`src/rtl/uart_pkg.sv`:
```
// Shared constants and state encoding for the UART receive path.
package uart_pkg;
  localparam int DEFAULT_CLK_FREQ = 100_000_000;
  localparam int DEFAULT_BAUD     = 9600;
  localparam int DATA_W           = 8;

  typedef enum logic [2:0] {
    S_IDLE      = 3'd0,
    S_START     = 3'd1,
    S_DATA      = 3'd2,
    S_STOP      = 3'd3,
    S_WAIT_HIGH = 3'd4
  } rx_state_e;
endpackage

```
`src/rtl/uart_rx_unit_if.sv`:
```
// Byte handshake and error strobes between the receiver and the CPU-side peripheral.
interface uart_rx_unit_if;
  import uart_pkg::*;

  logic              rx_ack;
  logic [DATA_W-1:0] rx_data;
  logic              rx_valid;
  logic              frame_err;
  logic              overrun;

  // Receiver side drives the data and strobes.
  modport slave  (input rx_ack, output rx_data, rx_valid, frame_err, overrun);
  // Consumer side acknowledges.
  modport master (output rx_ack, input rx_data, rx_valid, frame_err, overrun);
endinterface

```
`src/rtl/uart_rx_unit_sync_2ff.sv`:
```
// Two-flop synchronizer for a single asynchronous input, reset to a chosen level.
module sync_2ff #(
  parameter logic RST_VAL = 1'b1
) (
  input  logic i_clk,
  input  logic i_rst_n,
  input  logic i_d,
  output logic o_q
);
  logic r_meta;
  logic r_sync;

  // Two-stage capture; the first flop may go metastable, the second resolves it.
  always_ff @(posedge i_clk or negedge i_rst_n) begin
    if (!i_rst_n) begin
      r_meta <= RST_VAL;
      r_sync <= RST_VAL;
    end else begin
      r_meta <= i_d;
      r_sync <= r_meta;
    end
  end

  assign o_q = r_sync;
endmodule

```
`src/rtl/uart_rx_unit.sv`:
```
// 8N1 UART receiver: mid-bit sampling off a down-counter, one-byte holding register
// with valid/ack, single-cycle framing-error and overrun strobes.
module uart_rx_unit
  import uart_pkg::*;
#(
  parameter int CLK_FREQ = DEFAULT_CLK_FREQ,
  parameter int BAUD     = DEFAULT_BAUD
) (
  input  logic           sys_clk,
  input  logic           reset,
  input  logic           UART_RX,
  uart_rx_unit_if.slave  rx_if
);
  localparam int BIT_CYCLES  = CLK_FREQ / BAUD;
  localparam int HALF_CYCLES = BIT_CYCLES / 2;
  localparam int CNT_W       = (BIT_CYCLES > 1) ? $clog2(BIT_CYCLES) : 1;
  localparam int IDX_W       = $clog2(DATA_W);

  localparam logic [CNT_W-1:0] HALF_LD  = CNT_W'(HALF_CYCLES - 1);
  localparam logic [CNT_W-1:0] BIT_LD   = CNT_W'(BIT_CYCLES - 1);
  localparam logic [IDX_W-1:0] LAST_IDX = IDX_W'(DATA_W - 1);

  rx_state_e         r_state, w_state_nxt;
  logic [CNT_W-1:0]  r_cnt, w_cnt_nxt;
  logic [IDX_W-1:0]  r_idx, w_idx_nxt;
  logic [DATA_W-1:0] r_shift, w_shift_nxt;
  logic [DATA_W-1:0] r_data;
  logic              r_valid, r_ferr, r_ovr;
  logic              w_rxs, w_tick, w_stop_ok, w_stop_bad;

  // Idle-high line: synchronizer resets to 1 so reset release never looks like a start edge.
  sync_2ff #(.RST_VAL(1'b1)) u_sync (
    .i_clk   (sys_clk),
    .i_rst_n (reset),
    .i_d     (UART_RX),
    .o_q     (w_rxs)
  );

  assign w_tick = (r_cnt == '0);

  // Frame state, bit timer, bit index and shift register.
  always_ff @(posedge sys_clk or negedge reset) begin
    if (!reset) begin
      r_state <= S_IDLE;
      r_cnt   <= '0;
      r_idx   <= '0;
      r_shift <= '0;
    end else begin
      r_state <= w_state_nxt;
      r_cnt   <= w_cnt_nxt;
      r_idx   <= w_idx_nxt;
      r_shift <= w_shift_nxt;
    end
  end

  // Next-state: every decision is taken when the bit timer reads zero.
  always_comb begin
    w_state_nxt = r_state;
    w_cnt_nxt   = r_cnt;
    w_idx_nxt   = r_idx;
    w_shift_nxt = r_shift;
    w_stop_ok   = 1'b0;
    w_stop_bad  = 1'b0;
    case (r_state)
      S_IDLE: begin
        if (!w_rxs) begin
          w_cnt_nxt   = HALF_LD;
          w_state_nxt = S_START;
        end
      end
      S_START: begin
        if (!w_tick) w_cnt_nxt = r_cnt - 1'b1;
        else if (w_rxs) w_state_nxt = S_IDLE;   // too short to be a start bit
        else begin
          w_cnt_nxt   = BIT_LD;
          w_idx_nxt   = '0;
          w_state_nxt = S_DATA;
        end
      end
      S_DATA: begin
        if (!w_tick) w_cnt_nxt = r_cnt - 1'b1;
        else begin
          w_shift_nxt[r_idx] = w_rxs;
          w_idx_nxt          = r_idx + 1'b1;
          w_cnt_nxt          = BIT_LD;
          if (r_idx == LAST_IDX) w_state_nxt = S_STOP;
        end
      end
      S_STOP: begin
        if (!w_tick) w_cnt_nxt = r_cnt - 1'b1;
        else if (w_rxs) begin
          w_stop_ok   = 1'b1;
          w_state_nxt = S_IDLE;
        end else begin
          w_stop_bad  = 1'b1;
          w_state_nxt = S_WAIT_HIGH;               // ride out a break without re-flagging
        end
      end
      S_WAIT_HIGH: begin
        if (w_rxs) w_state_nxt = S_IDLE;
      end
      default: w_state_nxt = S_IDLE;
    endcase
  end

  // Holding register: an ack on the delivery cycle frees the slot for the new byte.
  always_ff @(posedge sys_clk or negedge reset) begin
    if (!reset) begin
      r_data  <= '0;
      r_valid <= 1'b0;
      r_ferr  <= 1'b0;
      r_ovr   <= 1'b0;
    end else begin
      r_ferr <= w_stop_bad;
      r_ovr  <= 1'b0;
      if (w_stop_ok) begin
        if (!r_valid || rx_if.rx_ack) begin
          r_data  <= r_shift;
          r_valid <= 1'b1;
        end else begin
          r_ovr <= 1'b1;
        end
      end else if (rx_if.rx_ack) begin
        r_valid <= 1'b0;
      end
    end
  end

  assign rx_if.rx_data   = r_data;
  assign rx_if.rx_valid  = r_valid;
  assign rx_if.frame_err = r_ferr;
  assign rx_if.overrun   = r_ovr;
endmodule

```
`src/flat_wrapper.sv`:
```
// flat-port wrapper written by rule: the top's interface ports become plain ports
module uart_rx_unit_flat import uart_pkg::*;
#(
  parameter int CLK_FREQ = DEFAULT_CLK_FREQ,
  parameter int BAUD     = DEFAULT_BAUD
)
  (sys_clk, reset, UART_RX, rx_if_rx_ack, rx_if_rx_data, rx_if_rx_valid, rx_if_frame_err, rx_if_overrun);
  uart_rx_unit_if rx_if_i ();
  input  logic sys_clk;
  input  logic reset;
  input  logic UART_RX;
  input wire logic [$bits(rx_if_i.rx_ack)-1:0] rx_if_rx_ack;
  output wire logic [$bits(rx_if_i.rx_data)-1:0] rx_if_rx_data;
  output wire logic [$bits(rx_if_i.rx_valid)-1:0] rx_if_rx_valid;
  output wire logic [$bits(rx_if_i.frame_err)-1:0] rx_if_frame_err;
  output wire logic [$bits(rx_if_i.overrun)-1:0] rx_if_overrun;
  assign rx_if_i.rx_ack = rx_if_rx_ack;
  assign rx_if_rx_data = rx_if_i.rx_data;
  assign rx_if_rx_valid = rx_if_i.rx_valid;
  assign rx_if_frame_err = rx_if_i.frame_err;
  assign rx_if_overrun = rx_if_i.overrun;
  uart_rx_unit #(.CLK_FREQ(CLK_FREQ), .BAUD(BAUD)) u_core (.sys_clk(sys_clk), .reset(reset), .UART_RX(UART_RX), .rx_if(rx_if_i));
endmodule
```
`config.mk`:
```
export PLATFORM = sky130hd
export DESIGN_NAME = uart_rx_unit_flat
export DESIGN_NICKNAME = d
export VERILOG_FILES = /design/src/rtl/uart_pkg.sv /design/src/rtl/uart_rx_unit_if.sv /design/src/rtl/uart_rx_unit_sync_2ff.sv /design/src/rtl/uart_rx_unit.sv /design/src/flat_wrapper.sv
export SDC_FILE = /design/constraint.sdc
export NUM_CORES = 1
export LEC_CHECK = 0
export BUFFER_PORTS_ARGS = -buffer_cell sky130_fd_sc_hd__buf_2
export CAP_MARGIN = 5
export CORE_MARGIN = 8
export CORE_UTILIZATION = 45
export CTS_CLUSTER_SIZE = 10
export DETAILED_ROUTE_END_ITERATION = 16
export PLACE_DENSITY_LB_ADDON = 0.3
export SLEW_MARGIN = 20
export SYNTH_ARGS = -nofsm -noshare
export SYNTH_HDL_FRONTEND = slang
export SYNTH_SLANG_ARGS = --single-unit
```
`constraint.sdc`:
```
create_clock -name sys_clk -period 3.5 [get_ports sys_clk]
set_input_delay 0.35 -clock sys_clk [delete_from_list [all_inputs] [get_ports sys_clk]]
set_output_delay 0.35 -clock sys_clk [all_outputs]
set_load 0.02 [all_outputs]
```
Word-level counts from Yosys, hierarchy flattened
Index checks and enable logic that the tools add are counted.
Word-level totals
  flip-flop bits (word level): 41
  output and inout bits: 11
  word-level logic and storage cells: 76
Operators by class
  add/subtract/negate cells: 2
  magnitude comparators: 2
  equality and inequality tests: 15
  mux-type cells: 33
  reduce and logical (&&, ||, !) cells: 14
Operators with widths (count)
  14-bit 2-to-1 mux: 5
  14-bit one-hot mux with 4 select lines: 1
  3-bit 2-to-1 mux: 10
  3-bit one-hot mux with 5 select lines: 1
  14-bit logical NOT: 1
  14-bit by 1-bit subtractor with 14-bit output (second input constant): 1
  1-bit 2-to-1 mux: 12
  2-bit inequality test (second input constant): 5
  8-bit bitwise mux: 1
  2-bit by 1-bit inequality test with 1-bit output (second input constant): 4
  4-bit AND reduction: 2
  3-bit by 2-bit == test with 1-bit output (second input constant): 2
  3-bit == test (second input constant): 2
  3-bit one-hot mux with 2 select lines: 1
  2-bit AND reduction: 3
  6-bit AND reduction: 1
  3-bit by 4-bit less-than comparator with 1-bit output (second input constant): 1
  2-bit nonzero test: 2
  4-bit nonzero test: 1
  3-bit by 1-bit adder with 3-bit output (second input constant): 1
  1-bit demux with 3-bit select: 1
  3-bit by 1-bit == test with 1-bit output (second input constant): 1
  3-bit by 1-bit greater-or-equal comparator with 1-bit output (second input constant): 1
  3-bit logical NOT: 1
  5 further kinds: 5

Depth between registers and ports, before layout
Gate-level depths: netlist (run 1).
  depth after elaboration: 5
  mapped depth: 8
  mapped depth without buffers: 7

Cells and area by module
A second synthesis (run 1) with hierarchy kept.
Second synthesis, totals
  cell total of the unflattened synthesis: 210
  area, all modules: 2142.1 sq um
Modules (own cells, without submodules)
  uart_rx_unit: times used 1, cells each 208, area an instance 2089.5 sq um, seq. area each 975.9 sq um
  sync_2ff: times used 1, cells each 2, area an instance 52.6 sq um, seq. area each 52.6 sq um

Least setup slack after synthesis (run 1)
No wires, ideal clock.
  path kind: register to register
  start point: reg u_core.r_cnt[8]
  end point: reg u_core.r_shift[0]
  arrival: 2.144 ns
  data required time: 3.375 ns
  path slack: 1.232 ns
  cell stages (with the launch flop): 7
  path buffers: 1
  clock period less this slack: 2.268 ns
  cell sequence: dfrtp_1 buf_2 or4_4 nor4_4 nand3b_1 nor3_1 mux2_2
Between the ends
  longest elaborated chain between the ends: 2
RTL lines
  start, declared: line uart_rx_unit.sv:24  | logic [CNT_W-1:0] r_cnt, w_cnt_nxt;
  start signal, assigned: line uart_rx_unit.sv:50  | r_cnt <= w_cnt_nxt;
  14-bit logical NOT: line uart_rx_unit.sv:39  | assign w_tick = (r_cnt == '0);
  2-bit AND reduction (no line)
  end signal, assigned: line uart_rx_unit.sv:52  | r_shift <= w_shift_nxt;
  end, declared: line uart_rx_unit.sv:26  | logic [DATA_W-1:0] r_shift, w_shift_nxt;
Every way passes these cells.
A chain may end at the register's enable or synchronous reset.

Final worst setup path (run 1)
  start point: reg u_core.r_cnt[0]
  end point: reg u_core.r_shift[4]
The elaborated chain is that of the path after synthesis.

==> flow_metrics.tcl, run 1 <==
set metrics [dict create \
    cts_resized 0 \
    routed_wl_um 4080 \
    cp_max_fo 10 \
    final-instance-count-excl-fill 265 \
    critPathKind "reg -> reg" \
    pre_cts_slack_ps 969 \
    clock_latency_ps 300 \
    clock-root-buffer "clkbuf_8" \
    crit_required_ps 3680 \
    synth_nets 206 \
    num_antenna_cells 0 \
    tns_ps 0 \
    core-area_um2 4380 \
    synth_warnings 0 \
    die_w_um 83.6 \
    rsz0062_at_grt "no" \
    yosys.area_share.xor_xnor_pct 0.426 \
    fmaxAchievable_mhz 392 \
    async_reset_ff_share_pct 100 \
    critPathArrivalTime_ps 2740 \
    ir_worst_vdd_v 0.000210 \
    mostFrequentLayoutCells "dfrtp_1 (39), nor2_1 (20), mux2_2 (16)" \
    seq_area_frac_synth_pct 50.0 \
    vias 1554 \
    cts_setup_buffers 0 \
    drtAntennaViolNets 0 \
    die-area_um2 6990 \
    postSynthCellCount 198 \
    area_delta_synth_final_pct 9.86 \
    finalClockSkew_ps 5.21 \
    drcViolationCount 0 \
    holdBufCountCts 0 \
    viasPerCell 5.86 \
    synthAdderAreaFrac_pct 2.43 \
    ys.flop_type "dfrtp_1" \
    clock_sinks 41 \
    hold_class "in -> reg" \
    n_fill_cell 414 \
    synth_cell_types 44 \
    tightestPinTransition_ps 892 \
    dp_hpwl_um 2840 \
    nets 220 \
    setup_viol 0 \
    cts_tree "done" \
    slew_viol_final 0 \
    dp.cells 257 \
    first_global_vias 1513 \
    grt_usage_pct 12.2 \
    num_rows 24 \
    ios 15 \
    syn_area_per_cell_um2 10.4 \
    yosys.area_share.simple_pct 19.2 \
    drive_above_1_share_pct 23.0 \
    final_common_cell "dfrtp_1" \
    cts_made_buffers 5 \
    syn-cell-area_um2 2060 \
    wire_per_inst_um 15.4 \
    cp-end-kind "flip-flop" \
    finalHoldViolations 0 \
    initial_core_util_pct 46.9 \
    min_period_ps 2550 \
    gr-total-overflow 0 \
    critical-path-top-delay-family "simple AND/OR/NAND/NOR gates" \
    synth_enable_flop_cells 0 \
    p_leak_nw 1.07 \
    seqCellArea_um2 1030 \
    slowest_stage "or3b_2" \
    grt_start_max_net_pins 42 \
    power.density_nw_per_um2 352 \
    timing.final.crit_share_pct 72.9 \
    slew_headroom_pct 40.5 \
    synth_mux_area_share_pct 9.74 \
    crit_chain "inv_1 > ha_1 > or3b_2 > nor4_4 > nand3b_1 > nor3_1 > mux2_2" \
    critical_path_buf_inv_count 1 \
    outcome "finished, final reports clean" \
    grt_antenna_before_repair 0 \
    cpPeakStageDelay_ps 510 \
    ys_ff_latch 41 \
    clkSlewWorstSetupHoldPaths_ps 80 \
    grt_pass1_wl_um 7220 \
    dieHeight_um 83.6 \
    synth_top_family_by_area "simple AND/OR/NAND/NOR gates" \
    clk_path_buf_depth 2 \
    multi_input_area_um2 966 \
    setup_ws_ps 949 \
    max_cap_violations 0 \
    worst_setup_path_start_kind "flip-flop" \
    drtIter0Drc 97 \
    hold_ws_ps 142 \
    drt_pre_antenna_iters 4 \
    power_uw 796 \
    gp_congestion 0.811 \
    synth_compound_area_share_pct 15.2 \
    cts-htree-levels 2 \
    portBuffers 14 \
]
[cell usage after synthesis (5+ instances only)]
| cell | number | area [um2] |
|---|---|---|
| dfrtp_1 | 39 | 976 |
| nor2_1 | 20 | 75.1 |
| mux2_2 | 16 | 180 |
| nand2_1 | 12 | 45.0 |
| a21oi_1 | 10 | 50.1 |
| nor3_1 | 9 | 45.0 |
| o21ai_0 | 9 | 45.0 |
| clkbuf_1 | 8 | 30.0 |
| nand3_1 | 8 | 40.0 |
| inv_1 | 7 | 26.3 |
| a31oi_1 | 5 | 31.3 |
| nor4_1 | 5 | 31.3 |
[cell families (layout without fill, tap and decap cells)]
logic type,after synthesis,count (layout)
simple gates,72,72
fa+ha+maj,4,4
compound gates,46,46
flops,41,41
buf+inv,16,31
mux,18,18
xor+xnor,1,1
[layer usage]
layer / track usage [%] / part of all wire (%) / vias to the layer above
li1: - / - / 764
met1: 15.7 / 49 / 754
met2: 18.8 / 45 / 30
met3: 3.22 / 4.2 / 6
met4: 5.34 / 1.7 / 0
met5: 0 / 0 / -
[worst paths after layout]
check	slack, ps	from	to	cells after the start
worst max register to register	950	u_core.r_cnt[0]	u_core.r_shift[4]	7
min in group asynchronous	180	reset	u_core.rx_if.rx_data[3]	1
max in group asynchronous	2770	reset	u_core.r_cnt[5]	1
worst min-delay path	140	UART_RX	u_core.u_sync.r_meta	1
worst min register to register	360	u_core.u_sync.r_meta	u_core.u_sync.o_q	0
worst max-delay path	950	u_core.r_cnt[0]	u_core.r_shift[4]	7
[where the power goes]
part / total [mW] / internal, mW / switching [mW]
Clock: 0.306 / 0.140 / 0.166
Combinational: 0.0118 / 0.00195 / 0.00987
Sequential: 0.478 / 0.475 / 0.00246
Total: 0.796 / 0.618 / 0.178
[worst register-to-register path: stages (launching register included)]
cell and delay [ps]:
dfrtp_1 410, inv_1 110, ha_1 160, or3b_2 510, nor4_4 440, nand3b_1 230, nor3_1 210, mux2_2 360
[stage by stage]
step	util (%)	cell area (um2)
finish	51.5	2260
global route	51.5	2260
CTS	51.5	2260
detailed placement	49.5	2170
global placement	49.5	2170
floorplan	-	2060
[area by class of cell]
class,count,share of cell area (%)
Tap cell,52,2.88
Multi-Input combinational cell,141,42.8
Inverter,7,1.16
Timing Repair Buffer,16,3.77
Clock buffer,6,3.21
Sequential cell,41,45.5
Clock inverter,2,0.665
[state kept, by name, indices dropped and copies added, names as in the netlist]
signal                  cells
u_core.r_cnt               14
u_core.r_shift              8
u_core.rx_if.rx_data        8
u_core.r_idx                3
u_core.r_state              3
u_core.rx_if.frame_err      1
u_core.rx_if.overrun        1
u_core.rx_if.rx_valid       1
u_core.u_sync.o_q           1
u_core.u_sync.r_meta        1
(Power assumes the default switching activity.)
==> inputs of run 2 (changes only) <==
Clock period 3.5 ns to 2.3 ns, I/O delays scaled along.
==> flow_metrics.tcl, run 2 (synthesized netlist as in run 1, its figures left out) <==
set metrics [dict create \
    drtAntennaViolNets 0 \
    largest_register_ffs 14 \
    p_int_mw 1.05 \
    cp-end-kind "flip-flop" \
    ir_worst_vdd_v 0.000284 \
    dieHeight_um 83.6 \
    clock_sinks 41 \
    dp_hpwl_um 3110 \
    drcViolationCount 0 \
    timing.final.crit_share_pct 102 \
    viasPerCell 5.65 \
    tightestPinTransition_ps 909 \
    fmaxAchievable_mhz 425 \
    gr-total-overflow 0 \
    cts-htree-levels 2 \
    first_global_vias 1555 \
    routed_wl_um 4420 \
    grt_antenna_before_repair 0 \
    core-area_um2 4380 \
    power.density_nw_per_um2 540 \
    tns_ps -51.3 \
    switching_share_pct 20.9 \
    power_frac_comb_pct 1.4 \
    rsz0062_at_grt "yes" \
    placed_area_um2 2320 \
    portBuffers 14 \
    cts_tree "done" \
    worst_setup_path_start_kind "flip-flop" \
    mostFrequentLayoutCells "dfrtp_1 (39), buf_4 (21), nor2_1 (20)" \
    finalHoldViolations 0 \
    seq_power_share_pct 54.7 \
    setup_ws_ps -51.3 \
    clock_latency_ps 300 \
    nets 241 \
    final_common_cell "dfrtp_1" \
    grt_start_max_net_pins 42 \
    grt_usage_pct 13.0 \
    grt_pass1_wl_um 7450 \
    cp_max_fo 5 \
    post-route-util_pct 56.2 \
    outcome "finished with violations" \
    slew_headroom_pct 39.4 \
    power.switching_uw 278 \
    die-area_um2 6990 \
    drtIter0Drc 161 \
    pwr-share-clk_pct 43.9 \
    max_cap_violations 0 \
    ios 15 \
    finalClockSkew_ps 6.45 \
    regMostFlops "u_core.r_cnt" \
    violations "negative setup slack" \
    clkSlewWorstSetupHoldPaths_ps 80 \
    initial_core_util_pct 46.9 \
    critPathKind "reg -> reg" \
    num_rows 24 \
    crit_required_ps 2490 \
    vias 1616 \
    min_period_ps 2350 \
    slew_viol_final 0 \
    p_leak_nw 1.20 \
    wire_per_inst_um 15.4 \
    num_antenna_cells 0 \
    hold_class "in -> reg" \
    gp_congestion 0.835 \
    die_w_um 83.6 \
    setup_viol 1 \
    clk_path_buf_depth 2 \
    drive_above_1_share_pct 31.2 \
    finish.instance_area_um2 2460 \
    cts_made_buffers 5 \
    drt_pre_antenna_iters 4 \
    clock-root-buffer "clkbuf_8" \
    critPathArrivalTime_ps 2540 \
    area_delta_synth_final_pct 19.8 \
]
==> run 2: cell types whose count changed in the layout (fill, tap and decap cells not counted), moves of 2 or more <==
cell        change
nor3_1          -3
nor3_2          +3
clkinvlp_4      -2
buf_4          +19
==> run 2: layout make-up <==
| type | instances | area, um2 |
|---|---|---|
| Fill cell | 383 | 1920 |
| Sequential cell | 41 | 1030 |
| Multi-Input combinational cell | 141 | 987 |
| Timing Repair Buffer | 37 | 244 |
| Clock buffer | 6 | 72.6 |
| Tap cell | 52 | 65.1 |
| Clock inverter | 2 | 38.8 |
| Inverter | 7 | 26.3 |
==> run 2: power groups by stage <==
stage	registers [mW]	logic, mW	clock network, mW
after CTS	0.727	0.0193	0.600
final	0.727	0.0182	0.584
after global routing	0.728	0.0219	0.631
after detailed placement	0.742	0.0192	0
after global placement	0.742	0.0189	0
after floorplan	0.739	0.00401	0
==> run 2: metrics by stage <==
step	power [mW]	std cells	setup slack (ps)	hold slack [ps]
finish	1.33	286	-51.3	25.5
global route	1.38	286	-102	12.4
CTS	1.35	285	31.7	20.3
detailed placement	0.761	277	57.3	337
global placement	0.760	277	53.5	336
floorplan	0.743	198	31.6	-65.6
==> run 2: worst paths after layout <==
check / startpoint / end / slack (ps) / cells after the start
setup / recovery: u_core.r_cnt[4] / u_core.r_shift[2] / -50 / 6
hold / removal: UART_RX / u_core.u_sync.r_meta / 30 / 1
setup reg to reg: u_core.r_cnt[4] / u_core.r_shift[2] / -50 / 6
hold reg to reg: u_core.u_sync.r_meta / u_core.u_sync.o_q / 360 / 0
max in group asynchronous: reset / u_core.r_shift[6] / 1670 / 1
min in group asynchronous: reset / u_core.rx_if.rx_data[3] / 40 / 1
==> run 2: layer usage <==
layer	global-route usage (%)	wire [um]
met5	0	0
met4	4.24	52
met3	4.49	188
met2	19.4	1980
met1	16.9	2200
==> run 2: critical path: stages (launching register included) <==
cell and delay (ps):
dfrtp_1 390, or4_4 580, nor4_4 330, buf_6 160
nand3b_1 160, nor3_2 270, mux2_2 360
==> run 2: timing repair <==
item,CTS,global route
gates resized for setup,0,6
buffers inserted,0,0
endpoints found under the setup margin,0,22
hold buffers,0,0
hold endpoints to repair,0,0
==> inputs of run 3 (changes only) <==
Settings changed: GPL_TIMING_DRIVEN from default to 0.
==> flow_metrics.tcl, run 3 (synthesized netlist as in run 1, its figures left out) <==
set metrics [dict create \
    dp_hpwl_um 2950 \
    drtIter0Drc 129 \
    slew_headroom_pct 41.5 \
    num_rows 24 \
    portBuffers 14 \
    drt_pre_antenna_iters 4 \
    p_int_mw 1.00 \
    holdPathStages 1 \
    regMostFlops "u_core.r_cnt" \
    pwr-share-clk_pct 41.7 \
    cts-htree-levels 2 \
    r2r_end "u_core.r_shift[2]" \
    gp_congestion 0.877 \
    grt_pass1_wl_um 7420 \
    ir_worst_vdd_v 0.000369 \
    min_period_ps 2320 \
    dp.cells 264 \
    outcome "finished with violations" \
    final-instance-count-excl-fill 282 \
    setup_ws_ps -24.2 \
    hold_class "in -> reg" \
    drtAntennaViolNets 0 \
    max_cap_violations 0 \
    dieHeight_um 83.6 \
    core-area_um2 4380 \
    vias 1629 \
    first_global_vias 1561 \
    slew_viol_final 0 \
    viasPerCell 5.78 \
    cts_tree "done" \
    cp_max_fo 6 \
    nets 237 \
    ios 15 \
    ff2ff_path_depth 6 \
    drive_above_1_share_pct 31.3 \
    grt_start_max_net_pins 42 \
    mostFrequentLayoutCells "dfrtp_1 (39), nor2_1 (19), buf_2 (15)" \
    num_antenna_cells 0 \
    power.switching_uw 276 \
    min_from "UART_RX" \
    power_frac_comb_pct 1.6 \
    critPathArrivalTime_ps 2510 \
    cts_made_buffers 5 \
    crit_required_ps 2490 \
    switching_share_pct 21.6 \
    finalHoldViolations 0 \
    pre_cts_slack_ps -299 \
    holdPathEnd "u_core.u_sync.r_meta" \
    finalClockSkew_ps 4.07 \
    clk_path_buf_depth 2 \
    holdBufCountCts 0 \
    cp-end-kind "flip-flop" \
    seq_power_share_pct 56.6 \
    grt_usage_pct 12.7 \
    grt_antenna_before_repair 0 \
    die_w_um 83.6 \
    clkSlewWorstSetupHoldPaths_ps 80 \
    power.density_nw_per_um2 523 \
    violations "negative setup slack" \
    clock_sinks 41 \
    fmaxAchievable_mhz 430 \
    p_leak_nw 1.20 \
    timing.final.crit_share_pct 101 \
    tightestPinTransition_ps 878 \
    clock-root-buffer "clkbuf_8" \
    wire_per_inst_um 16.0 \
    initial_core_util_pct 46.9 \
    setup_viol 2 \
    critPathKind "reg -> reg" \
    routed_wl_um 4500 \
    drcViolationCount 0 \
    worst_setup_path_start_kind "flip-flop" \
    clock_latency_ps 300 \
    area_delta_synth_final_pct 19.2 \
    gr-total-overflow 0 \
    die-area_um2 6990 \
    r2r_slack_ps -20 \
    rsz0062_at_grt "yes" \
    largest_register_ffs 14 \
    r2r_start "u_core.r_cnt[9]" \
    final_common_cell "dfrtp_1" \
]
run 3: through the flow:
stage | TNS, ps | util, % | total power [mW] | area, um2 | hold slack (ps)
2_1_floorplan | 0 | - | 0.743 | 2060 | -65.6
3_3_place_gp | -5240 | 50.0 | 0.761 | 2190 | 336
3_5_place_dp | -5990 | 50.0 | 0.761 | 2190 | 343
4_1_cts | -42.6 | 54.7 | 1.29 | 2400 | 27.0
5_1_grt | -334 | 55.9 | 1.33 | 2450 | 19.5
6_report | -30.9 | 55.9 | 1.28 | 2450 | 28.0
run 3: power groups by stage:
stage / registers [mW] / clock network (mW) / logic [mW]
final: 0.725 / 0.534 / 0.0210
after global routing: 0.725 / 0.577 / 0.0258
after CTS: 0.725 / 0.543 / 0.0221
after detailed placement: 0.739 / 0 / 0.0222
after global placement: 0.739 / 0 / 0.0216
after floorplan: 0.739 / 0 / 0.00401
run 3: worst max-delay path, cell delays in order, from the launching register on:
cell,delay [ps]
dfrtp_1,450
or4_4,610
nor4_4,280
buf_6,160
nand3b_1,180
nor3_2,230
mux2_4,320
run 3: layer usage:
layer / vias up / global-route usage [%] / wire length (um)
met5: - / 0 / 0
met4: 0 / 6.59 / 90
met3: 12 / 3.91 / 240
met2: 44 / 18.0 / 1990
met1: 782 / 16.8 / 2180
li1: 791 / - / -
run 3: layout make-up:
| cell class | count | area, um2 |
|---|---|---|
| fillers | 389 | 1930 |
| multi-input cells | 141 | 1040 |
| flip-flops and latches | 41 | 1030 |
| repair buffers | 24 | 149 |
| clock buffers | 7 | 96.3 |
| well taps | 52 | 65.1 |
| plain buffers | 9 | 40.0 |
| inverters | 7 | 26.3 |
| clock inverters | 1 | 8.76 |
run 3: worst max path at each step:
stage | start | endpoint | slack, ps | cells after the start
after floorplan | u_core.r_cnt[8] | u_core.r_shift[0] | 30 | 6
after global placement | u_core.r_cnt[0] | u_core.r_shift[0] | -300 | 7
after detailed placement | u_core.r_cnt[0] | u_core.r_shift[0] | -300 | 7
after CTS | u_core.r_cnt[0] | u_core.r_shift[0] | -40 | 8
after global routing | u_core.r_cnt[6] | u_core.r_shift[2] | -100 | 6
final | u_core.r_cnt[9] | u_core.r_shift[2] | -20 | 6
run 3: repair_timing:
action	CTS	global route
gates resized for setup	12	11
buffers inserted	7	3
endpoints found under the setup margin	32	24
pin swaps	3	2
